===== src/rtl/alu_rr_arbiter.sv =====
// alu_rr_arbiter: shares one combinational ALU between two requesters.
// Round-robin grant in IDLE, one EXEC cycle driving the ALU from latched
// operands, then a registered response held in RESP until accepted.
// Optional build macro ALU_ARB_OPCHK_EN: opcodes 100/110/111 are rejected
// with rsp_err=1 and bypass EXEC; otherwise rsp_err is always 0.
module alu_rr_arbiter #(
  parameter int BITS = 8,
  parameter int OPW  = 3
) (
  input  logic            clk,
  input  logic            rst,
  input  logic            req0_valid,
  output logic            req0_ready,
  input  logic [OPW-1:0]  req0_op,
  input  logic [BITS-1:0] req0_a,
  input  logic [BITS-1:0] req0_b,
  input  logic            req1_valid,
  output logic            req1_ready,
  input  logic [OPW-1:0]  req1_op,
  input  logic [BITS-1:0] req1_a,
  input  logic [BITS-1:0] req1_b,
  output logic [BITS-1:0] alu_a,
  output logic [BITS-1:0] alu_b,
  output logic [OPW-1:0]  alu_op,
  input  logic [BITS-1:0] alu_r,
  input  logic            alu_zero,
  output logic            rsp_valid,
  input  logic            rsp_ready,
  output logic            rsp_id,
  output logic [BITS-1:0] rsp_data,
  output logic            rsp_zero,
  output logic            rsp_err
);

  typedef enum logic [1:0] {IDLE, EXEC, RESP} state_t;

  state_t          state;
  logic            last_grant;
  logic            id_q;
  logic [OPW-1:0]  op_q;
  logic [BITS-1:0] a_q, b_q;

  logic            gnt0, gnt1, hs, hs_id, hs_illegal;
  logic [OPW-1:0]  hs_op;
  logic [BITS-1:0] hs_a, hs_b;

  // Grant: sole valid requester wins; on a tie, the one not granted last.
  always_comb begin
    gnt0 = 1'b0;
    gnt1 = 1'b0;
    if (state == IDLE && !rst) begin
      gnt0 = req0_valid & (~req1_valid | last_grant);
      gnt1 = req1_valid & (~req0_valid | ~last_grant);
    end
  end

  assign req0_ready = gnt0;
  assign req1_ready = gnt1;
  assign hs         = gnt0 | gnt1;
  assign hs_id      = gnt1;
  assign hs_op      = gnt1 ? req1_op : req0_op;
  assign hs_a       = gnt1 ? req1_a  : req0_a;
  assign hs_b       = gnt1 ? req1_b  : req0_b;

`ifdef ALU_ARB_OPCHK_EN
  assign hs_illegal = (hs_op == OPW'(3'b100)) || (hs_op == OPW'(3'b110)) ||
                      (hs_op == OPW'(3'b111));
`else
  assign hs_illegal = 1'b0;
`endif

  // ALU always sees the latched operands, so it never floats or glitches.
  assign alu_a  = a_q;
  assign alu_b  = b_q;
  assign alu_op = op_q;

  // Issue FSM: latch on handshake, capture ALU result, hold until accepted.
  always_ff @(posedge clk) begin
    if (rst) begin
      state      <= IDLE;
      last_grant <= 1'b1;
      id_q       <= 1'b0;
      op_q       <= '0;
      a_q        <= '0;
      b_q        <= '0;
      rsp_valid  <= 1'b0;
      rsp_id     <= 1'b0;
      rsp_data   <= '0;
      rsp_zero   <= 1'b0;
      rsp_err    <= 1'b0;
    end else begin
      case (state)
        IDLE: begin
          if (hs) begin
            last_grant <= hs_id;
            if (hs_illegal) begin
              // Rejected op: answer immediately, leave the ALU drive alone.
              state     <= RESP;
              rsp_valid <= 1'b1;
              rsp_id    <= hs_id;
              rsp_data  <= '0;
              rsp_zero  <= 1'b0;
              rsp_err   <= 1'b1;
            end else begin
              state <= EXEC;
              id_q  <= hs_id;
              op_q  <= hs_op;
              a_q   <= hs_a;
              b_q   <= hs_b;
            end
          end
        end
        EXEC: begin
          state     <= RESP;
          rsp_valid <= 1'b1;
          rsp_id    <= id_q;
          rsp_data  <= alu_r;
          rsp_zero  <= alu_zero;
          rsp_err   <= 1'b0;
        end
        RESP: begin
          if (rsp_ready) begin
            state     <= IDLE;
            rsp_valid <= 1'b0;
          end
        end
        default: state <= IDLE;
      endcase
    end
  end

endmodule


===== config.mk =====
export PLATFORM = sky130hd
export DESIGN_NAME = alu_rr_arbiter
export DESIGN_NICKNAME = d
export VERILOG_FILES = /design/src/rtl/alu_rr_arbiter.sv
export SDC_FILE = /design/constraint.sdc
export NUM_CORES = 1
export LEC_CHECK = 0
export BUFFER_PORTS_ARGS = -buffer_cell sky130_fd_sc_hd__buf_2
export CORE_MARGIN = 4
export CORE_UTILIZATION = 25
export DETAILED_ROUTE_END_ITERATION = 10
export SLEW_MARGIN = 20
export SYNTH_ARGS = -nofsm -noshare
export SYNTH_HDL_FRONTEND = slang
export SYNTH_SLANG_ARGS = --single-unit

===== constraint.sdc =====
create_clock -name clk -period 2.9 [get_ports clk]
set_input_delay 0.58 -clock clk [delete_from_list [all_inputs] [get_ports clk]]
set_output_delay 0.58 -clock clk [all_outputs]
set_load 0.005 [all_outputs]

==> impl_metrics.env, run 1 <==
export IMPL_overflow=0
export IMPL_internal_power_mw=0.778
export IMPL_cts_resized_gates=0
export IMPL_worst_slew_pin_transition_ns=0.811
export IMPL_grt_setup_unrepaired="false"
export IMPL_routed_via_density=4.85
export IMPL_cts_htree_levels=2
export IMPL_gp_routability_congestion=0.674
export IMPL_placed_cells_incl_taps=327
export IMPL_number_of_antenna_violations_at_the_first_check_in_global_routing=0
export IMPL_critical_path_class="reg -> out"
export IMPL_total_via_count_in_the_routed_design=1624
export IMPL_hpwlAfterDp_mm=3.17
export IMPL_comb_pwr_share=0.206
export IMPL_ios=85
export IMPL_net_switching_power_mw=0.340
export IMPL_worstSetupEndpointType="output port"
export IMPL_min_cycle_time_layout_ns=2.20
export IMPL_pwr_share_clk=0.318
export IMPL_yosysSeqAreaShare=0.440
export IMPL_synth_area_per_cell_um2=8.35
export IMPL_core_area_um2=5960
export IMPL_ys_ff_latch=34
export IMPL_worst_path_clk_slew_ns=0.07
export IMPL_maximum_fanout_along_the_worst_path=22
export IMPL_maximum_number_of_pins_on_one_net_before_global_route_repair=40
export IMPL_finalSetupViolations=0
export IMPL_ys_warnings_count=0
export IMPL_required_ns=2.32
export IMPL_fin_nets=311
export IMPL_postSynthCellCount=185
export IMPL_share_seq_of_total_power=0.476
export IMPL_worstSkewPairLatency_ns=0.28
export IMPL_final_antenna_net_count=0
export IMPL_layout_cells_most_common_list="sky130_fd_sc_hd__buf_2, sky130_fd_sc_hd__dfxtp_1, sky130_fd_sc_hd__a21oi_1"
export IMPL_synthesis_area_um2=1550
export IMPL_tritoncts="done"
export IMPL_final_setup_tns_ns=0
export IMPL_power_static_leakage_nw=0.880
export IMPL_detailedRoute_firstIterationViolations=59
export IMPL_drt_wirelength_per_cell_um=13.7
export IMPL_design_die_area_um2=7500
export IMPL_slew_violations=0
export IMPL_timing_max_slew_rel_slack=0.459
export IMPL_asyncSetResetFlopFracSynth=0
export IMPL_fp_dieH_um=86.6
export IMPL_first_pass_iters=4
export IMPL_number_of_synthesized_flops_with_an_enable_pin=0
export IMPL_groute_usage_overall=0.124
export IMPL_netlist_cell_type_count=27
export IMPL_placement_io_buffers=83
export IMPL_hp_class="reg -> reg"
export IMPL_p_sw_frac=0.304
export IMPL_postCtsHoldBufs=0
export IMPL_via_count_of_the_first_global_routing_pass=1560
export IMPL_drcViolationCount=0
export IMPL_placement_rows=28
export IMPL_initial_utilization=0.259
export IMPL_instances_no_fill=335
export IMPL_fin_skew_ns=0.00688
export IMPL_critPathArrivalTime_ns=1.62
export IMPL_status="finished clean"
export IMPL_n_antenna_cell=0
export IMPL_most_instantiated_flip_flop_cell_in_the_synthesis_netlist="sky130_fd_sc_hd__dfxtp_1"
export IMPL_cts_max_path_buffers=2
export IMPL_clock_sink_count=34
export IMPL_postCtsSetupRepairBufs=0
export IMPL_drt_total_wl_mm=4.58
export IMPL_numCtsBuffers=5
export IMPL_period_share=0.758
export IMPL_postSynthNetCount=237
export IMPL_final_layout_size_suffix_gt1_frac=0.388
export IMPL_layout_commonest_cell="sky130_fd_sc_hd__buf_2"
export IMPL_ctsRootBufferMaster="sky130_fd_sc_hd__clkbuf_8"
export IMPL_syn_to_final_growth_pct=32.8
export IMPL_worst_ir_drop_vdd_v=0.000213
export IMPL_achievable_frequency_mhz=455
export IMPL_finalHoldViolCount=0
export IMPL_timing_max_cap_violations=0
export IMPL_fp_dieW_um=86.6
export IMPL_critical_path_startpoint_type="flip-flop"
export IMPL_grt_pass1_wl_mm=7.42
export IMPL_pwr_density_cell_nw_per_um2=545
==> final timing paths <==
path                 start          to  slack, ns  depth (start not counted)
setup reg to reg  state[0]    alu_b[5]       1.28                          3
setup / recovery  state[0]  req0_ready       0.70                          3
hold reg to reg       id_q      rsp_id       0.45                          2
hold / removal        id_q      rsp_id       0.45                          2
==> through the flow <==
| stage | instance area [um2] | power [mW] | utilization | hold WS (ns) | setup WS, ns |
|---|---|---|---|---|---|
| 5_1_grt | 2050 | 1.19 | 0.345 | 0.491 | 0.601 |
| 4_1_cts | 2050 | 1.14 | 0.345 | 0.450 | 0.657 |
| 2_1_floorplan | 1550 | 0.689 | - | 0.432 | 0.972 |
| 3_3_place_gp | 1960 | 0.774 | 0.329 | 0.440 | 0.783 |
| 3_5_place_dp | 1960 | 0.777 | 0.329 | 0.447 | 0.755 |
| 6_report | 2050 | 1.12 | 0.345 | 0.454 | 0.703 |
==> registers in the layout (all words and copies together), names as in the netlist <==
signal	flops
rsp_id	1
alu_op	3
last_grant	1
alu_a	8
alu_b	8
rsp_valid	1
rsp_data	8
id_q	1
rsp_zero	1
state	2
==> cell usage after synthesis (2+ instances only) <==
| master | instances | share of area |
|---|---|---|
| sky130_fd_sc_hd__nor2_1 | 4 | 0.0097 |
| sky130_fd_sc_hd__a21oi_1 | 31 | 0.10 |
| sky130_fd_sc_hd__nand2_1 | 20 | 0.049 |
| sky130_fd_sc_hd__buf_2 | 11 | 0.036 |
| sky130_fd_sc_hd__nand3_1 | 19 | 0.062 |
| sky130_fd_sc_hd__o21ai_1 | 20 | 0.065 |
| sky130_fd_sc_hd__buf_4 | 2 | 0.0097 |
| sky130_fd_sc_hd__inv_1 | 4 | 0.0097 |
| sky130_fd_sc_hd__a311oi_1 | 19 | 0.11 |
| sky130_fd_sc_hd__clkbuf_1 | 3 | 0.0073 |
| sky130_fd_sc_hd__buf_6 | 3 | 0.022 |
| sky130_fd_sc_hd__dfxtp_1 | 34 | 0.44 |
==> layout make-up <==
| type | count | area, um2 |
|---|---|---|
| Fill cell | 647 | 3900 |
| Multi-Input combinational cell | 126 | 719 |
| Sequential cell | 34 | 681 |
| Timing Repair Buffer | 88 | 453 |
| Tap cell | 75 | 93.8 |
| Clock buffer | 5 | 68.8 |
| Clock inverter | 3 | 21.3 |
| Inverter | 4 | 15.0 |
==> layer usage <==
layer	GRT usage	part of all wire	up-vias
met3	0.0371	0.084	5
met2	0.186	0.44	69
met5	0	0	-
met4	0.0312	0.0074	0
met1	0.173	0.47	728
li1	-	-	822
==> worst max-delay path, cell delays in order, from the launching register on <==
cell                       delay, ns
sky130_fd_sc_hd__dfxtp_1        0.40
sky130_fd_sc_hd__or3_4          0.53
sky130_fd_sc_hd__a211oi_2       0.24
sky130_fd_sc_hd__buf_2          0.17
==> logic make-up after synthesis <==
kind of cell	Yosys count	share of synthesized area
other	1	0.00243
flip-flops	34	0.440
AO/OA/AOI/OAI	76	0.306
buffers and inverters	25	0.0963
AND/OR/NAND/NOR	49	0.155
==> power groups by stage <==
| stage | sequential [mW] | combinational (mW) | clock [mW] |
|---|---|---|---|
| 2_1_floorplan | 0.544 | 0.145 | 0 |
| 3_3_place_gp | 0.543 | 0.231 | 0 |
| 3_5_place_dp | 0.543 | 0.235 | 0 |
| 4_1_cts | 0.532 | 0.235 | 0.372 |
| 5_1_grt | 0.539 | 0.260 | 0.389 |
| 6_report | 0.532 | 0.231 | 0.356 |
(Power assumes the default switching activity.)
==> run 2, diff against run 1 <==
==> constraint.sdc (replaced) <==
create_clock -name clk -period 2.3 [get_ports clk]
set_input_delay 0.46 -clock clk [delete_from_list [all_inputs] [get_ports clk]]
set_output_delay 0.46 -clock clk [all_outputs]
set_load 0.005 [all_outputs]
==> run 2 against run 1 <==
  * Sequential power is 26% higher
  * Non-clock buffer count grew 1
  * Combinational power is 29% higher
  * Clock skew rose by 0.00054 ns
  * Sequential cell count unchanged
  * Worst hold slack worse by 0.038 ns
  * Largest cell class unchanged
  * Highest routed layer unchanged
==> impl_metrics.env, run 2 (same netlist as run 1, synthesis figures left out) <==
export IMPL_clock_sink_count=34
export IMPL_pwr_density_cell_nw_per_um2=690
export IMPL_status="finished clean"
export IMPL_placement_io_buffers=83
export IMPL_timing_max_slew_rel_slack=0.458
export IMPL_n_antenna_cell=0
export IMPL_drt_wirelength_per_cell_um=14.1
export IMPL_slew_violations=0
export IMPL_fp_dieW_um=86.6
export IMPL_numCtsBuffers=5
export IMPL_ctsRootBufferMaster="sky130_fd_sc_hd__clkbuf_8"
export IMPL_period_share=0.883
export IMPL_power_static_leakage_nw=0.889
export IMPL_layout_commonest_cell="sky130_fd_sc_hd__buf_2"
export IMPL_tritoncts="done"
export IMPL_critical_path_class="reg -> out"
export IMPL_fin_nets=312
export IMPL_overflow=0
export IMPL_initial_utilization=0.259
export IMPL_maximum_number_of_pins_on_one_net_before_global_route_repair=40
export IMPL_worst_path_clk_slew_ns=0.07
export IMPL_cts_htree_levels=2
export IMPL_cts_max_path_buffers=2
export IMPL_dpl_instance_area_um2=1970
export IMPL_total_via_count_in_the_routed_design=1647
export IMPL_finalSetupViolations=0
export IMPL_final_setup_tns_ns=0
export IMPL_gp_routability_congestion=0.689
export IMPL_maximum_fanout_along_the_worst_path=12
export IMPL_first_pass_iters=4
export IMPL_hp_class="in -> reg"
export IMPL_finalCoreUtilization=0.346
export IMPL_layout_cells_most_common_list="sky130_fd_sc_hd__buf_2, sky130_fd_sc_hd__dfxtp_1, sky130_fd_sc_hd__a21oi_1"
export IMPL_ios=85
export IMPL_finalHoldViolCount=0
export IMPL_critical_path_startpoint_type="flip-flop"
export IMPL_worstSkewPairLatency_ns=0.28
export IMPL_syn_to_final_growth_pct=33.4
export IMPL_instances_no_fill=336
export IMPL_design_die_area_um2=7500
export IMPL_drt_total_wl_mm=4.74
export IMPL_groute_usage_overall=0.124
export IMPL_grt_setup_unrepaired="false"
export IMPL_worstSetupEndpointType="output port"
export IMPL_placement_rows=28
export IMPL_number_of_antenna_violations_at_the_first_check_in_global_routing=0
export IMPL_placed_cells_incl_taps=328
export IMPL_achievable_frequency_mhz=493
export IMPL_min_cycle_time_layout_ns=2.03
export IMPL_worst_slew_pin_transition_ns=0.812
export IMPL_fp_dieH_um=86.6
export IMPL_postCtsSetupRepairBufs=0
export IMPL_required_ns=1.84
export IMPL_stdcell_area_um2=2060
export IMPL_fin_skew_ns=0.00743
export IMPL_hpwlAfterDp_mm=3.29
export IMPL_critPathArrivalTime_ns=1.57
export IMPL_core_area_um2=5960
export IMPL_routed_via_density=4.90
export IMPL_cts_resized_gates=0
export IMPL_worst_ir_drop_vdd_v=0.000291
export IMPL_final_layout_size_suffix_gt1_frac=0.387
export IMPL_whs_ns=0.415
export IMPL_postCtsHoldBufs=0
export IMPL_grt_pass1_wl_mm=7.30
export IMPL_final_antenna_net_count=0
export IMPL_via_count_of_the_first_global_routing_pass=1502
export IMPL_timing_max_cap_violations=0
export IMPL_detailedRoute_firstIterationViolations=62
export IMPL_drcViolationCount=0
export IMPL_reg2reg_setup_slack_ns=0.66
[run 2: cell types whose count changed in the layout (fill, tap and decap cells not counted), sizes merged]
cell,previous run,this run
clkinv,2,1
clkinvlp,1,0
buf,88,89
clkbuf,5,7
[run 2: cell type report]
class,instances,area [um2]
Clock inverter,1,5.00
Inverter,4,15.0
Multi-Input combinational cell,126,719
Tap cell,75,93.8
Sequential cell,34,681
Clock buffer,7,86.3
Fill cell,677,3890
Timing Repair Buffer,89,460
[run 2: stage by stage]
step,power (mW),setup WS [ns]
floorplan,0.868,0.612
global placement,0.982,0.435
detailed placement,0.986,0.419
CTS,1.45,0.259
global route,1.52,0.170
finish,1.42,0.270
[run 2: critical path, stage by stage (launching register included)]
cell and delay, ns:
sky130_fd_sc_hd__dfxtp_1 0.38, sky130_fd_sc_hd__or3_4 0.51, sky130_fd_sc_hd__a211oi_2 0.24, sky130_fd_sc_hd__buf_2 0.17
[run 2: power by group]
| group | total (mW) | internal (mW) | switching [mW] |
|---|---|---|---|
| Sequential | 0.671 | 0.640 | 0.0303 |
| Combinational | 0.297 | 0.131 | 0.166 |
| Clock | 0.454 | 0.242 | 0.213 |
[run 2: worst paths after layout]
path	startpoint	to	cells after the start
hold / removal	alu_r[0]	rsp_data[0]	3
hold reg to reg	rsp_data[5]	rsp_data[5]	2
setup reg to reg	state[1]	alu_op[1]	3
setup / recovery	state[1]	req0_ready	3
[run 2: metal layers]
layer	GRT usage	wire length, um	part of all wire	vias up
li1	-	-	-	822
met2	0.191	2080	0.44	68
met4	0.0269	13	0.0027	0
met1	0.163	2180	0.46	755
met5	0	0	0	-
met3	0.0513	467	0.099	2
==> run 3, diff against run 2 <==
==> constraint.sdc (replaced) <==
create_clock -name clk -period 2.51 [get_ports clk]
set_input_delay 0.502 -clock clk [delete_from_list [all_inputs] [get_ports clk]]
set_output_delay 0.502 -clock clk [all_outputs]
set_load 0.005 [all_outputs]
==> run 3 against run 2 <==
  * Worst setup slack better by 0.11 ns
  * Non-clock buffer count decreased by 1
  * Wire length decreased by 1.3%
  * Critical path type unchanged
  * Critical endpoint unchanged
  * Largest power group unchanged
==> impl_metrics.env, run 3 (same netlist as run 1, synthesis figures left out) <==
export IMPL_first_pass_iters=4
export IMPL_numCtsBuffers=5
export IMPL_instances_no_fill=335
export IMPL_initial_utilization=0.259
export IMPL_routed_via_density=4.78
export IMPL_overflow=0
export IMPL_worstSkewPairLatency_ns=0.28
export IMPL_final_antenna_net_count=0
export IMPL_placed_cells_incl_taps=327
export IMPL_fp_dieH_um=86.6
export IMPL_hp_class="reg -> reg"
export IMPL_critical_path_buf_inv_count=1
export IMPL_via_count_of_the_first_global_routing_pass=1517
export IMPL_finalSetupViolations=0
export IMPL_placement_io_buffers=83
export IMPL_timing_max_slew_rel_slack=0.450
export IMPL_critical_path_class="reg -> out"
export IMPL_syn_to_final_growth_pct=32.9
export IMPL_whs_ns=0.451
export IMPL_placement_rows=28
export IMPL_postCtsHoldBufs=0
export IMPL_ctsRootBufferMaster="sky130_fd_sc_hd__clkbuf_8"
export IMPL_maximum_fanout_along_the_worst_path=22
export IMPL_final_setup_tns_ns=0
export IMPL_achievable_frequency_mhz=469
export IMPL_gp_routability_congestion=0.694
export IMPL_cts_resized_gates=0
export IMPL_worst_r2r_path_depth=3
export IMPL_worst_path_clk_slew_ns=0.07
export IMPL_finalHoldViolCount=0
export IMPL_grt_pass1_wl_mm=7.45
export IMPL_min_cycle_time_layout_ns=2.13
export IMPL_status="finished clean"
export IMPL_number_of_antenna_violations_at_the_first_check_in_global_routing=0
export IMPL_worst_ir_drop_vdd_v=0.000207
export IMPL_pwr_density_cell_nw_per_um2=632
export IMPL_final_layout_size_suffix_gt1_frac=0.385
export IMPL_total_via_count_in_the_routed_design=1601
export IMPL_worst_path_dominant_cell_family="simple AND/OR/NAND/NOR gates"
export IMPL_required_ns=2.01
export IMPL_fp_dieW_um=86.6
export IMPL_drcViolationCount=0
export IMPL_layout_cells_most_common_list="sky130_fd_sc_hd__buf_2, sky130_fd_sc_hd__dfxtp_1, sky130_fd_sc_hd__a21oi_1"
export IMPL_layout_commonest_cell="sky130_fd_sc_hd__buf_2"
export IMPL_cts_htree_levels=2
export IMPL_fin_nets=311
export IMPL_min_delay_path_depth=2
export IMPL_worst_hold_startpoint="rsp_data[3]"
export IMPL_tritoncts="done"
export IMPL_critical_path_max_stage_delay_ns=0.54
export IMPL_drt_wirelength_per_cell_um=14.0
export IMPL_worst_slew_pin_transition_ns=0.824
export IMPL_period_share=0.850
export IMPL_cts_max_path_buffers=2
export IMPL_ordered_list_of_cells_on_the_worst_path="or3_4 -> a211oi_2 -> buf_2"
export IMPL_worst_path_max_delay_cell="sky130_fd_sc_hd__or3_4"
export IMPL_cp_depth=3
export IMPL_hpwlAfterDp_mm=3.22
export IMPL_grt_setup_unrepaired="false"
export IMPL_critical_path_startpoint_type="flip-flop"
export IMPL_detailedRoute_firstIterationViolations=44
export IMPL_r2r_end="alu_a[5]"
export IMPL_worstSetupEndpointType="output port"
export IMPL_fin_skew_ns=0.00611
export IMPL_critPathArrivalTime_ns=1.63
export IMPL_timing_max_cap_violations=0
export IMPL_groute_usage_overall=0.125
export IMPL_clock_sink_count=34
export IMPL_postCtsSetupRepairBufs=0
export IMPL_slew_violations=0
export IMPL_design_die_area_um2=7500
export IMPL_power_static_leakage_nw=0.884
export IMPL_n_antenna_cell=0
export IMPL_drt_total_wl_mm=4.68
export IMPL_worst_hold_path_endpoint="rsp_data[3]"
export IMPL_core_area_um2=5960
export IMPL_ios=85
export IMPL_reg2reg_setup_slack_ns=0.87
export IMPL_maximum_number_of_pins_on_one_net_before_global_route_repair=40
export IMPL_r2r_start="state[1]"
run 3: final cells by class:
| cell class | count | area (um2) |
|---|---|---|
| fill | 672 | 3900 |
| multi-input combinational | 126 | 719 |
| sequential | 34 | 681 |
| timing repair buffer | 88 | 453 |
| tap | 75 | 93.8 |
| clock buffer | 7 | 86.3 |
| inverter | 4 | 15.0 |
| clock inverter | 1 | 5.00 |
run 3: routing by layer:
layer	share of wire	wire length (um)	track usage
met5	0	0	0
met2	0.42	1990	0.189
met3	0.096	448	0.0428
met1	0.47	2210	0.172
met4	0.0058	27	0.0297
run 3: report_power, final:
group	internal, mW	switching [mW]	leakage (nW)
sequential	0.587	0.0277	0.280
clock	0.221	0.191	0.0482
combinational	0.118	0.152	0.556
total	0.926	0.371	0.884
run 3: worst max path at each step:
stage | startpoint | end | slack, ns
final | state[1] | req0_ready | 0.38
after global routing | state[0] | req0_ready | 0.28
after CTS | state[1] | req0_ready | 0.36
after detailed placement | rst | alu_b[0] | 0.45
after global placement | rst | alu_op[0] | 0.50
after floorplan | rst | req1_ready | 0.74
run 3: per-stage QoR:
step | setup WS (ns) | utilization | power [mW] | instance area, um2
after floorplan | 0.738 | - | 0.796 | 1550
after global placement | 0.502 | 0.329 | 0.895 | 1960
after detailed placement | 0.449 | 0.329 | 0.900 | 1960
after CTS | 0.356 | 0.345 | 1.32 | 2050
after global routing | 0.280 | 0.345 | 1.38 | 2050
final | 0.377 | 0.345 | 1.30 | 2050
run 3: worst min-delay path: stages (launching register included):
cell	delay, ns
sky130_fd_sc_hd__dfxtp_1	0.31
sky130_fd_sc_hd__nand2_1	0.05
sky130_fd_sc_hd__a21oi_1	0.05
